==> config.mk <==
export PLATFORM = sky130hd
export DESIGN_NAME = fp_result_fifo
export DESIGN_NICKNAME = d
export VERILOG_FILES = /design/src/rtl/fp_pkg.sv /design/src/rtl/fp_canon.sv /design/src/rtl/fp_result_fifo.sv
export SDC_FILE = /design/constraint.sdc
export NUM_CORES = 1
export LEC_CHECK = 0
export CELL_PAD_IN_SITES_DETAIL_PLACEMENT = 1
export CELL_PAD_IN_SITES_GLOBAL_PLACEMENT = 2
export CORE_MARGIN = 5
export CORE_UTILIZATION = 43
export DETAILED_ROUTE_END_ITERATION = 10
export GPL_TIMING_DRIVEN = 0
export PLACE_DENSITY_LB_ADDON = 0.1
export SYNTH_ARGS = -nofsm -noshare
export SYNTH_HDL_FRONTEND = slang
export SYNTH_SLANG_ARGS = --single-unit
export TNS_END_PERCENT = 30
==> constraint.sdc <==
create_clock -name clk -period 4 [get_ports clk]
set_input_delay 0.8 -clock clk [delete_from_list [all_inputs] [get_ports clk]]
set_output_delay 0.8 -clock clk [all_outputs]
set_load 0.01 [all_outputs]
==> src/rtl/fp_pkg.sv <==
// Shared definitions for the floating-point multiplier output path:
// default field widths, flag bit positions and the flag vector type.
package fp_pkg;

  localparam int E_DEF    = 8;
  localparam int M_DEF    = 23;
  localparam int BITS_DEF = 1 + E_DEF + M_DEF;

  localparam int FLG_ZERO  = 0;
  localparam int FLG_UNDER = 1;
  localparam int FLG_OVER  = 2;
  localparam int FLG_NAN   = 3;

  typedef logic [3:0] flags_t;

  // Underflow, overflow and nan count as exceptions; an exact zero does not.
  function automatic logic is_exception(input flags_t f);
    return f[FLG_UNDER] | f[FLG_OVER] | f[FLG_NAN];
  endfunction

endpackage

==> src/rtl/fp_canon.sv <==
// Combinational canonicaliser: rewrites flagged multiplier results to the
// canonical IEEE encoding, keeping the sign of the raw product.
module fp_canon
  import fp_pkg::*;
#(
  parameter int E = E_DEF,
  parameter int M = M_DEF,
  localparam int BITS = 1 + E + M
) (
  input  logic [BITS-1:0] result,
  input  logic            zero,
  input  logic            underflow,
  input  logic            overflow,
  input  logic            nan,
  output logic [BITS-1:0] canon
);

  logic sign;

  assign sign = result[BITS-1];

  // NOTE: every branch assigns canon, so no latch is inferred.
  always_comb begin
    canon = result;
    if (nan)
      canon = {sign, {E{1'b1}}, 1'b1, {(M-1){1'b0}}};
    else if (overflow)
      canon = {sign, {E{1'b1}}, {M{1'b0}}};
    else if (underflow || zero)
      canon = {sign, {(BITS-1){1'b0}}};
  end

endmodule

==> src/rtl/fp_result_fifo.sv <==
// Output stage for the FP multiplier: canonicalises each product, buffers it
// in a show-ahead FIFO and tracks sticky exception flags plus a saturating count.
module fp_result_fifo
  import fp_pkg::*;
#(
  parameter int E     = E_DEF,
  parameter int M     = M_DEF,
  parameter int DEPTH = 4,
  parameter int CNTW  = 16,
  localparam int BITS = 1 + E + M,
  localparam int AW   = $clog2(DEPTH),
  localparam int CW   = AW + 1
) (
  input  logic            clk,
  input  logic            reset_n,
  input  logic            in_valid,
  output logic            in_ready,
  input  logic [BITS-1:0] in_result,
  input  logic            in_zero,
  input  logic            in_underflow,
  input  logic            in_overflow,
  input  logic            in_nan,
  output logic            out_valid,
  input  logic            out_ready,
  output logic [BITS-1:0] out_result,
  output logic [3:0]      out_flags,
  output logic [CW-1:0]   count,
  output logic [3:0]      sticky_flags,
  input  logic            clr_sticky,
  output logic [CNTW-1:0] exc_cnt
);

  localparam logic [1:0] OCC_EMPTY   = 2'd0;
  localparam logic [1:0] OCC_PARTIAL = 2'd1;
  localparam logic [1:0] OCC_FULL    = 2'd2;

  logic [BITS+3:0] mem [DEPTH];
  logic [AW-1:0]   wr_ptr;
  logic [AW-1:0]   rd_ptr;
  logic [1:0]      occ;
  logic            push;
  logic            pop;
  flags_t          in_flags;
  logic [BITS-1:0] canon_word;

  assign in_flags = {in_nan, in_overflow, in_underflow, in_zero};

  fp_canon #(.E(E), .M(M)) u_canon (
    .result    (in_result),
    .zero      (in_zero),
    .underflow (in_underflow),
    .overflow  (in_overflow),
    .nan       (in_nan),
    .canon     (canon_word)
  );

  // Occupancy is decoded from the registered count only, so in_ready and
  // out_valid never depend combinationally on in_valid or out_ready.
  always_comb begin
    occ = OCC_PARTIAL;
    if (count == '0)
      occ = OCC_EMPTY;
    else if (count == CW'(DEPTH))
      occ = OCC_FULL;
  end

  assign in_ready = (occ != OCC_FULL);
  assign out_valid = (occ != OCC_EMPTY);
  assign push = in_valid & in_ready;
  assign pop = out_valid & out_ready;

  assign out_result = mem[rd_ptr][BITS-1:0];
  assign out_flags = mem[rd_ptr][BITS+3:BITS];

  // NOTE: storage has no reset; count gates every read, so stale contents are
  // never observed and the array can map onto plain flops or RAM.
  always_ff @(posedge clk) begin
    if (push)
      mem[wr_ptr] <= {in_flags, canon_word};
  end

  // NOTE: sequential state uses non-blocking assignments so every register
  // samples pre-edge values regardless of statement order.
  always_ff @(posedge clk or negedge reset_n) begin
    if (!reset_n) begin
      wr_ptr <= '0;
      rd_ptr <= '0;
      count  <= '0;
    end else begin
      if (push)
        wr_ptr <= wr_ptr + AW'(1);
      if (pop)
        rd_ptr <= rd_ptr + AW'(1);
      case ({push, pop})
        2'b10:   count <= count + CW'(1);
        2'b01:   count <= count - CW'(1);
        default: count <= count;
      endcase
    end
  end

  // A push in the same cycle as a clear survives: the clear only drops history.
  always_ff @(posedge clk or negedge reset_n) begin
    if (!reset_n) begin
      sticky_flags <= '0;
    end else if (clr_sticky && push) begin
      sticky_flags <= in_flags;
    end else if (clr_sticky) begin
      sticky_flags <= '0;
    end else if (push) begin
      sticky_flags <= sticky_flags | in_flags;
    end
  end

  always_ff @(posedge clk or negedge reset_n) begin
    if (!reset_n)
      exc_cnt <= '0;
    else if (push && is_exception(in_flags) && (exc_cnt != {CNTW{1'b1}}))
      exc_cnt <= exc_cnt + CNTW'(1);
  end

endmodule
## After elaboration in Yosys (flattened, before gate mapping)

Memories as Yosys holds them, arrays and structs flattened.
Cells that the tools add are included.

- Register bits: 27
- Bits in latches: 0
- Memory bits (writable): 144
- ROM bits: 0
- Input bits: 41
- Memories: 1

- Add/sub/neg operators: 5
- $mul: 0
- Div/mod/pow operators: 0
- Magnitude comparators: 0
- Equal/unequal tests: 5
- Shift-type cells: 0
- Multiplexer cells: 11
- Bitwise gates (word level): 5
- Reduce and logical (&&, ||, !) cells: 8

Memories:

| name | words | width | rd ports | clocked after memory_dff | wr ports | line | source |
|---|---|---|---|---|---|---|---|
| mem | 4 | 36 | 1 | 0 | 1 | fp_result_fifo.sv:37 | `logic [BITS+3:0] mem [DEPTH];` |

Operators with widths:

| kind | count |
|---|---|
| 31-bit two-way mux | 3 |
| 16-bit by 1-bit adder with 16-bit output, second input constant | 1 |
| 16-bit inequality test, second input constant | 1 |
| 4-bit two-way mux | 3 |
| 3-bit case mux with 2 select lines | 1 |
| 2-bit by 1-bit adder with 2-bit output, second input constant | 2 |
| 2-bit two-way mux | 2 |
| 4-bit bitwise OR | 1 |
| 2-bit nonzero test | 2 |
| 3-bit by 1-bit adder with 3-bit output, second input constant | 1 |
| 3-bit == test, second input constant | 1 |
| 1-bit logical AND | 3 |
| 3-bit zero test | 1 |
| 3-bit nonzero test | 1 |
| 3-bit by 1-bit subtractor with 3-bit output, second input constant | 1 |
| 1-bit AND | 2 |
| 2-bit by 1-bit == test with 1-bit output, second input constant | 1 |
| 2-bit == test, second input constant | 1 |
| 1-bit two-way mux | 2 |
| 2-bit inequality test, second input constant | 1 |
| 1-bit bitwise OR | 2 |
| 1-bit logical OR | 1 |

## Logic depth before layout (Yosys ltp)

Gate-level depths: netlist of run 1.

- Word-level depth: 8
- Gate-level depth with buffers: 11

## Hierarchy

A second synthesis of run 1 with hierarchy kept.

- Cells, all modules: 351
- Area total of the unflattened synthesis: 6839.1 um2

By module, submodules not included:

| module | times used | cells an instance | area an instance (um2) |
|---|---|---|---|
| fp_result_fifo | 1 | 312 | 6560.0 |
| fp_canon | 1 | 39 | 279.0 |

## Worst setup path after synthesis of run 1

OpenSTA, ideal clock, no wires.

- Path kind: reg2reg
- From: register count[0]
- To: register count[2]
- Library setup time: 0.079 ns
- Arrival time: 2.213 ns
- Data required time: 3.921 ns
- Slack: 1.708 ns
- Cell stages (with the launch flop): 12
- Path through: dfrtp_1 -> or3b_1 -> buf_6 -> and2_4 -> buf_6 -> inv_4 -> ha_1 -> inv_1 -> fa_1 -> xor2_1 -> nor2_1 -> xor2_1

- Cells in the longest elaborated chain, start to end: 7
- Elaborated cells between the ends (all ways): 14
- Classes of those cells: add/sub: 2; eq/ne: 4; mux: 3; bitwise: 2; reduce/logical: 3

Ends and longest elaborated chain:

| what | line | source |
|---|---|---|
| start: declaration | fp_result_fifo.sv:27 | `output logic [CW-1:0] count,` |
| start signal: assignment | fp_result_fifo.sv:95 | `2'b10: count <= count + CW'(1);` |
| start signal: assignment | fp_result_fifo.sv:96 | `2'b01: count <= count - CW'(1);` |
| start signal: assignment | fp_result_fifo.sv:97 | `default: count <= count;` |
| 3-bit == test | fp_result_fifo.sv:63 | `else if (count == CW'(DEPTH))` |
| 2-bit two-way mux | fp_result_fifo.sv:63 |  |
| 2-bit two-way mux * | fp_result_fifo.sv:61 | `if (count == '0)` |
| 2-bit inequality test * | fp_result_fifo.sv:67 | `assign in_ready = (occ != OCC_FULL);` |
| via in_ready | fp_result_fifo.sv:17 | `output logic in_ready,` |
| 1-bit AND * | fp_result_fifo.sv:69 | `assign push = in_valid & in_ready;` |
| 2-bit by 1-bit == test with 1-bit output / 2-bit == test (equally long branches) | fp_result_fifo.sv:94 | `case ({push, pop})` |
| 3-bit case mux with 2 select lines / 2-bit nonzero test (equally long branches) | n/a |  |

The timed path passes the listed nets; every way through them passes the cells marked *.
A chain may end at the register's enable or synchronous reset.

## Final worst setup path of run 1

- From: register rd_ptr[1]
- To: output out_result[22]

- Cells in the longest elaborated chain, start to end: 1

Ends and longest elaborated chain:

| what | line | source |
|---|---|---|
| start: declaration | fp_result_fifo.sv:39 | `logic [AW-1:0] rd_ptr;` |
| start signal: assignment | fp_result_fifo.sv:93 | `rd_ptr <= rd_ptr + AW'(1);` |
| memory 4 x 36 bit | n/a |  |
| end: declaration | fp_result_fifo.sv:25 | `output logic [BITS-1:0] out_result,` |

Every way passes these cells.

==> run_results.csv, run 1 <==
group,metric,value,unit
status,outcome,"completed",
global_routing,grt-ovfl-total,0,
power,p_leak,3.131,nW
yosys,synth_cell_type_count,38,
placed_design,hpwl,9058,um
clock_network,cts_tree,"built",
global_routing,antenna_found_initial,0,
setup_path,path_max_fanout,10,
clock_network,clock_latency,420,ps
floorplanning,die_w,135.5,um
sta,timing.final.crit_period,3560,ps
power,p_per_area,695.1,nW/um^2
worst_hold_path,worstHoldPathType,"in -> async",
placed_design,gp_congestion,0.7210,
yosys,synth_seq_cells,171,
final_layout,final_core_util,0.5712,
floorplanning,start_util,0.4420,
yosys,mappedNetlistArea,6769,um^2
setup_path,regToRegStartpoint,"count[1]$_DFFE_PN0P_",
yosys,ys_warn_count,0,
yosys,yosysTopAreaCell,"edfxtp_1",
setup_path,criticalPathCategory,"reg -> out",
sta,skew,8.141,ps
sta,drv_slew,0,
floorplanning,die_y,135.5,um
drt,drc,0,
power,cellInternalPower,4.398,mW
power,power,6.080,mW
floorplanning,ios,102,
global_routing,grt_max_degree,28,
global_routing,grt_pass1_vias,3989,
run,maxCapViolCount,0,
power,sw_frac_of_total,0.2766,
sta,finalHoldViolations,0,
power,p_comb_frac,0.327,
setup_path,critical_path_arrival,2760,ps
yosys,yosysMostFrequentCell,"edfxtp_1",
setup_path,crit_path_end_kind,"output pin",
yosys,synth_area_leaders,"edfxtp_1 64%, mux4_2 12%, dfrtp_1 10%",
global_routing,grt_util_all_layers,0.1603,
final_layout,finalNetCount,511,
drt,via_per_inst,5.093,
sta,tightest_slew,881.9,ps
sta,setup-tns-final,0,ps
clock_network,clockBufferDepth,2,
placed_design,port_buffers,101,
global_routing,grt_pass1_wl,21940,um
clock_network,postCtsSetupBuffers,0,
setup_path,r2r-end,"count[2]$_DFFE_PN0P_",
drt,vias,3499,
yosys,syn_area_per_cell,19.97,um^2
yosys,syn_inst,339,
drt,firstDrtPassIters,4,
yosys,synth_ff_type,"edfxtp_1",
sta,relSlewSlack,0.4120,
sta,rsz0062_at_grt,"no",
final_layout,drive_above_1_share,0.1891,
setup_path,cp_data_required_time,3200,ps
yosys,synth_edf_count,144,
clock_network,cts_buffers,17,
clock_network,cts_root_buffer,"clkbuf_16",
yosys,ys_top_cells_by_count,"144 x edfxtp_1, 36 x mux4_2, 27 x dfrtp_1",
clock_network,hold_buffers,0,
drt,antenna_left,0,
setup_path,start_kind,"register",
clock_network,htreeDepth,4,
yosys,syn_nets,387,
clock_network,path_clk_slew,70,ps
final_layout,antenna_cells,0,
sta,min_period_over_period,0.8899,
floorplanning,die_area,18350,um^2
drt,wl,13700,um
final_layout,syn_to_final_growth,29.22,%
clock_network,cts_resized,0,
drt,avgRoutedWirePerCell,19.94,um
sta,fmax,280.9,MHz
clock_network,clkSinkCount,171,
yosys,yosysTopAreaCellShare,0.6388,
setup_path,reg2regPathDepth,11,
power,pwr-share-seq,0.397,
power,vdd_drop_max,0.3411,mV
setup_path,ff2ff_setup_slack,1600,ps
yosys,yosysSeqAreaShare,0.7386,
floorplanning,coreArea,15310,um^2
drt,drt_iter0_markers,139,
yosys,async_reset_ff_frac,0.1579,
sta,finalSetupViolCount,0,
power,p_clk_frac,0.276,
power,p_sw,1.682,mW
floorplanning,num_rows,45,
critical path, cell delays in order (launching register included):
cell and delay [ps]:
dfrtp_1 320, clkbuf_1 480, buf_1 590, mux4_2 440, clkdlybuf4s50_1 500
worst max-delay path by stage:
stage | startpoint | endpoint | cells past startpoint
global placement | in_valid | mem[0][17]$_DFFE_PP_ | 2
global route | rd_ptr[1]$_DFFE_PN0P_ | out_result[22] | 4
CTS | rd_ptr[1]$_DFFE_PN0P_ | out_result[22] | 4
detailed placement | in_overflow | mem[1][17]$_DFFE_PP_ | 6
floorplan | count[0]$_DFFE_PN0P_ | count[2]$_DFFE_PN0P_ | 11
finish | rd_ptr[1]$_DFFE_PN0P_ | out_result[22] | 4
cell type report:
type,instances,area [um^2]
repair buffers,105,1101
flip-flops and latches,171,5000
clock buffers,19,432.9
fillers,1398,6568
multi-input cells,146,1669
plain buffers,13,68.82
inverters,9,36.28
clock inverters,13,175.2
well taps,211,264.0
layer usage:
layer  wire (um)  global-route usage  vias to the layer above
met1        6018              0.2027                     1818
li1            -                   -                     1589
met5           0                   0                        -
met4         185             0.05375                        0
met3         572             0.04346                       16
met2        6921              0.2691                       76
power groups by stage:
stage                     clock [mW]  sequential, mW  combinational (mW)
after floorplan                    0            2.44                1.04
after global placement             0            2.45                1.95
after detailed placement           0            2.45                2.03
after CTS                       1.71            2.42                2.04
after global routing            1.79            2.45                2.14
final                           1.68            2.42                1.99
registers in the layout, indices dropped and copies added (netlist names):
signal,count
rd_ptr,2
count,3
sticky_flags,4
wr_ptr,2
mem,144
exc_cnt,16
kinds of logic (layout without fill, tap and decap cells):
family          Yosys count  after routing  share of synthesized area
compound gates           18             18                    0.02403
flops                   171            171                     0.7386
fa+ha+maj                 7              7                    0.01405
simple gates             62             62                    0.05693
xor+xnor                 19             19                    0.02458
buf+inv                  22            159                    0.01553
mux                      40             40                     0.1262
placed cells by master, fill, tap and decap left out, types with 2 or more instances in the layout:
cell             Yosys  routed
edfxtp_1           144     144
clkdlybuf4s50_1      0     100
mux4_2              36      36
dfrtp_1             27      27
and2_1              23      23
clkbuf_16            0      17
xnor2_1             13      13
nand3_1              9       9
inv_1                8       8
a21o_1               8       8
clkbuf_1             5       7
xor2_1               6       6
ha_1                 6       6
buf_2                4       5
nand2_1              5       5
and3_2               0       4
a22o_1               4       4
and3_1               8       4
bufinv_16            0       4
nor2_1               3       3
nand4_1              3       3
mux2_1               3       3
clkinv_2             0       3
buf_6                2       2
and2_4               2       2
buf_1                2       2
o21ai_0              2       2
clkinvlp_4           0       2
clkinv_4             0       2
clkinv_1             0       2
buf_12               0       2
buf_16               0       2
stage by stage:
| step | hold WS (ps) | instances | instance area (um^2) | setup slack [ps] |
|---|---|---|---|---|
| after global placement | 476.0 | 651 | 8044 | 539.3 |
| after CTS | 499.1 | 687 | 8752 | 385.5 |
| final | 390.7 | 687 | 8747 | 440.4 |
| after detailed placement | 490.7 | 655 | 8144 | 616.9 |
| after global routing | 444.2 | 687 | 8747 | 314.0 |
| after floorplan | 504.4 | 339 | 6769 | 1708 |
(Power assumes the default switching activity.)
==> inputs of run 2 (changes only) <==
--- a/config.mk
+++ b/config.mk
@@ -5,13 +5,14 @@
 export SDC_FILE = /design/constraint.sdc
 export NUM_CORES = 1
 export LEC_CHECK = 0
+export CAP_MARGIN = 10
 export CELL_PAD_IN_SITES_DETAIL_PLACEMENT = 1
 export CELL_PAD_IN_SITES_GLOBAL_PLACEMENT = 2
 export CORE_MARGIN = 5
 export CORE_UTILIZATION = 43
 export DETAILED_ROUTE_END_ITERATION = 10
 export GPL_TIMING_DRIVEN = 0
-export PLACE_DENSITY_LB_ADDON = 0.1
+export PLACE_DENSITY = 0.94
 export SYNTH_ARGS = -nofsm -noshare
 export SYNTH_HDL_FRONTEND = slang
 export SYNTH_SLANG_ARGS = --single-unit
==> run 2 against run 1 <==
Net effect: maximum frequency down 0.24%; critical path depth unchanged; sequential share of layout area grew 0.64 points; utilization down 0.64 points; cell count stayed put; critical endpoint is now out_result[26]; highest routed layer unchanged.
==> run_results.csv, run 2 (synthesized netlist as in run 1, its figures left out) <==
group,metric,value,unit
global_routing,grt_pass1_vias,4091,
setup_path,reg2regPathDepth,11,
floorplanning,start_util,0.4420,
final_layout,final_common_cell,"edfxtp_1",
floorplanning,die_w,135.5,um
run,maxCapViolCount,0,
drt,drc,0,
setup_path,critPathLaunch,"rd_ptr[1]$_DFFE_PN0P_",
final_layout,finalNetCount,511,
clock_network,clkSinkCount,171,
sta,fmax,280.3,MHz
placed_design,gp_congestion,0.7370,
sta,tightest_slew,868.3,ps
clock_network,htreeDepth,4,
placed_design,hpwl,9936,um
sta,rsz0062_at_grt,"no",
global_routing,antenna_found_initial,0,
final_layout,regMostFlops,"mem",
global_routing,grt_max_degree,30,
setup_path,cp_slowest_cell,"clkbuf_1",
floorplanning,die_area,18350,um^2
sta,drv_slew,0,
placed_design,port_buffers,101,
sta,relSlewSlack,0.4212,
drt,drt_iter0_markers,169,
drt,via_per_inst,5.135,
floorplanning,coreArea,15310,um^2
setup_path,slowest_delay,580,ps
floorplanning,num_rows,45,
sta,min_period_over_period,0.8920,
final_layout,syn_to_final_growth,27.78,%
setup_path,crit_buf_inv,3,
power,p_per_area,678.7,nW/um^2
final_layout,largest_reg_flops,144,
clock_network,cts_resized,0,
global_routing,grt-ovfl-total,0,
setup_path,regToRegStartpoint,"count[1]$_DFFE_PN0P_",
setup_path,cp_data_required_time,3200,ps
clock_network,hold_buffers,0,
clock_network,cts_root_buffer,"clkbuf_16",
sta,finalSetupViolCount,0,
sta,finalHoldViolations,0,
setup_path,crit_path_end_kind,"output pin",
clock_network,path_clk_slew,70,ps
drt,avgRoutedWirePerCell,21.11,um
final_layout,final_core_util,0.5648,
drt,wl,14510,um
placed_design,placed_area,8129,um^2
sta,timing.final.crit_period,3568,ps
clock_network,cts_tree,"built",
final_layout,biggestRegsByFlops,"mem x144, exc_cnt x16, sticky_flags x4",
clock_network,postCtsSetupBuffers,0,
drt,antenna_left,0,
sta,skew,17.31,ps
setup_path,crit_cells,4,
setup_path,ff2ff_setup_slack,1560,ps
placed_design,placedCellCount,655,
drt,firstDrtPassIters,4,
power,vdd_drop_max,0.3173,mV
final_layout,fin_cells,687,
global_routing,grt_pass1_wl,23140,um
setup_path,path_max_fanout,10,
setup_path,criticalPathCategory,"reg -> out",
clock_network,clockBufferDepth,2,
final_layout,drive_above_1_share,0.1891,
setup_path,crit_path_frequent_cell,"clkbuf_1",
clock_network,clock_latency,430,ps
worst_hold_path,worstHoldPathType,"in -> async",
final_layout,num-fill-cells,1405,
floorplanning,die_y,135.5,um
sta,setup-tns-final,0,ps
setup_path,r2r-end,"count[2]$_DFFE_PN0P_",
setup_path,cp_top_family,"buffers and inverters",
setup_path,start_kind,"register",
setup_path,path_cells,"clkbuf_1 > clkbuf_1 > mux4_2 > clkdlybuf4s50_1",
status,outcome,"completed",
floorplanning,ios,102,
final_layout,layout_common_cells,"144 x edfxtp_1, 100 x clkdlybuf4s50_1, 36 x mux4_2",
final_layout,fin_area,8650,um^2
power,p_leak,3.083,nW
global_routing,grt_util_all_layers,0.1707,
final_layout,antenna_cells,0,
setup_path,critical_path_arrival,2770,ps
setup_path,crit_path_end,"out_result[26]",
drt,vias,3528,
clock_network,cts_buffers,17,
[run 2: cell types whose count changed in the layout (fill, tap and decap cells not counted)]
cell / before / now
bufinv_16: 4 / 0
inv_6: 0 / 4
buf_12: 2 / 4
buf_16: 2 / 0
clkbuf_1: 7 / 6
clkinv_1: 2 / 3
clkinv_2: 3 / 2
clkinvlp_4: 2 / 3
[run 2: cell type report]
cell class | instances | area [um^2] | share of cell area
plain buffers | 13 | 68.82 | 0.007956
clock buffers | 18 | 429.2 | 0.04962
clock inverters | 14 | 96.34 | 0.01114
inverters | 9 | 36.28 | 0.004195
multi-input cells | 146 | 1669 | 0.1930
flip-flops and latches | 171 | 5000 | 0.5780
well taps | 211 | 264.0 | 0.03052
repair buffers | 105 | 1086 | 0.1256
[run 2: how the worst min path moves through the flow]
stage                            from                 endpoint  slack, ps
3_5_place_dp     count[2]$_DFFE_PN0P_     count[2]$_DFFE_PN0P_        500
5_1_grt                       reset_n  exc_cnt[13]$_DFFE_PN0P_        430
3_3_place_gp   exc_cnt[7]$_DFFE_PN0P_   exc_cnt[7]$_DFFE_PN0P_        490
6_report                      reset_n   exc_cnt[3]$_DFFE_PN0P_        400
2_1_floorplan                 reset_n     count[0]$_DFFE_PN0P_        500
4_1_cts        exc_cnt[7]$_DFFE_PN0P_   exc_cnt[7]$_DFFE_PN0P_        520
[run 2: routing by layer]
metal | GRT usage | share of wire | up-vias
met2 | 0.2862 | 0.52 | 91
li1 | - | - | 1586
met5 | 0 | 0 | -
met1 | 0.2137 | 0.43 | 1842
met3 | 0.04495 | 0.045 | 9
met4 | 0.06439 | 0.0074 | 0
[run 2: per-stage QoR]
| step | worst slack (ps) | power [mW] | hold slack [ps] |
|---|---|---|---|
| final | 431.9 | 5.871 | 403.2 |
| after global placement | 575.6 | 4.384 | 491.0 |
| after floorplan | 1708 | 3.486 | 504.4 |
| after global routing | 290.3 | 6.189 | 426.5 |
| after CTS | 397.2 | 5.980 | 519.0 |
| after detailed placement | 565.0 | 4.491 | 499.8 |
[run 2: power by group]
part / switching (mW) / total [mW] / leakage (nW) / internal [mW]
sequential: 0.136 / 2.42 / 1.72 / 2.29
clock: 0.668 / 1.46 / 0.250 / 0.793
combinational: 0.922 / 1.99 / 1.12 / 1.06
total: 1.73 / 5.87 / 3.08 / 4.14
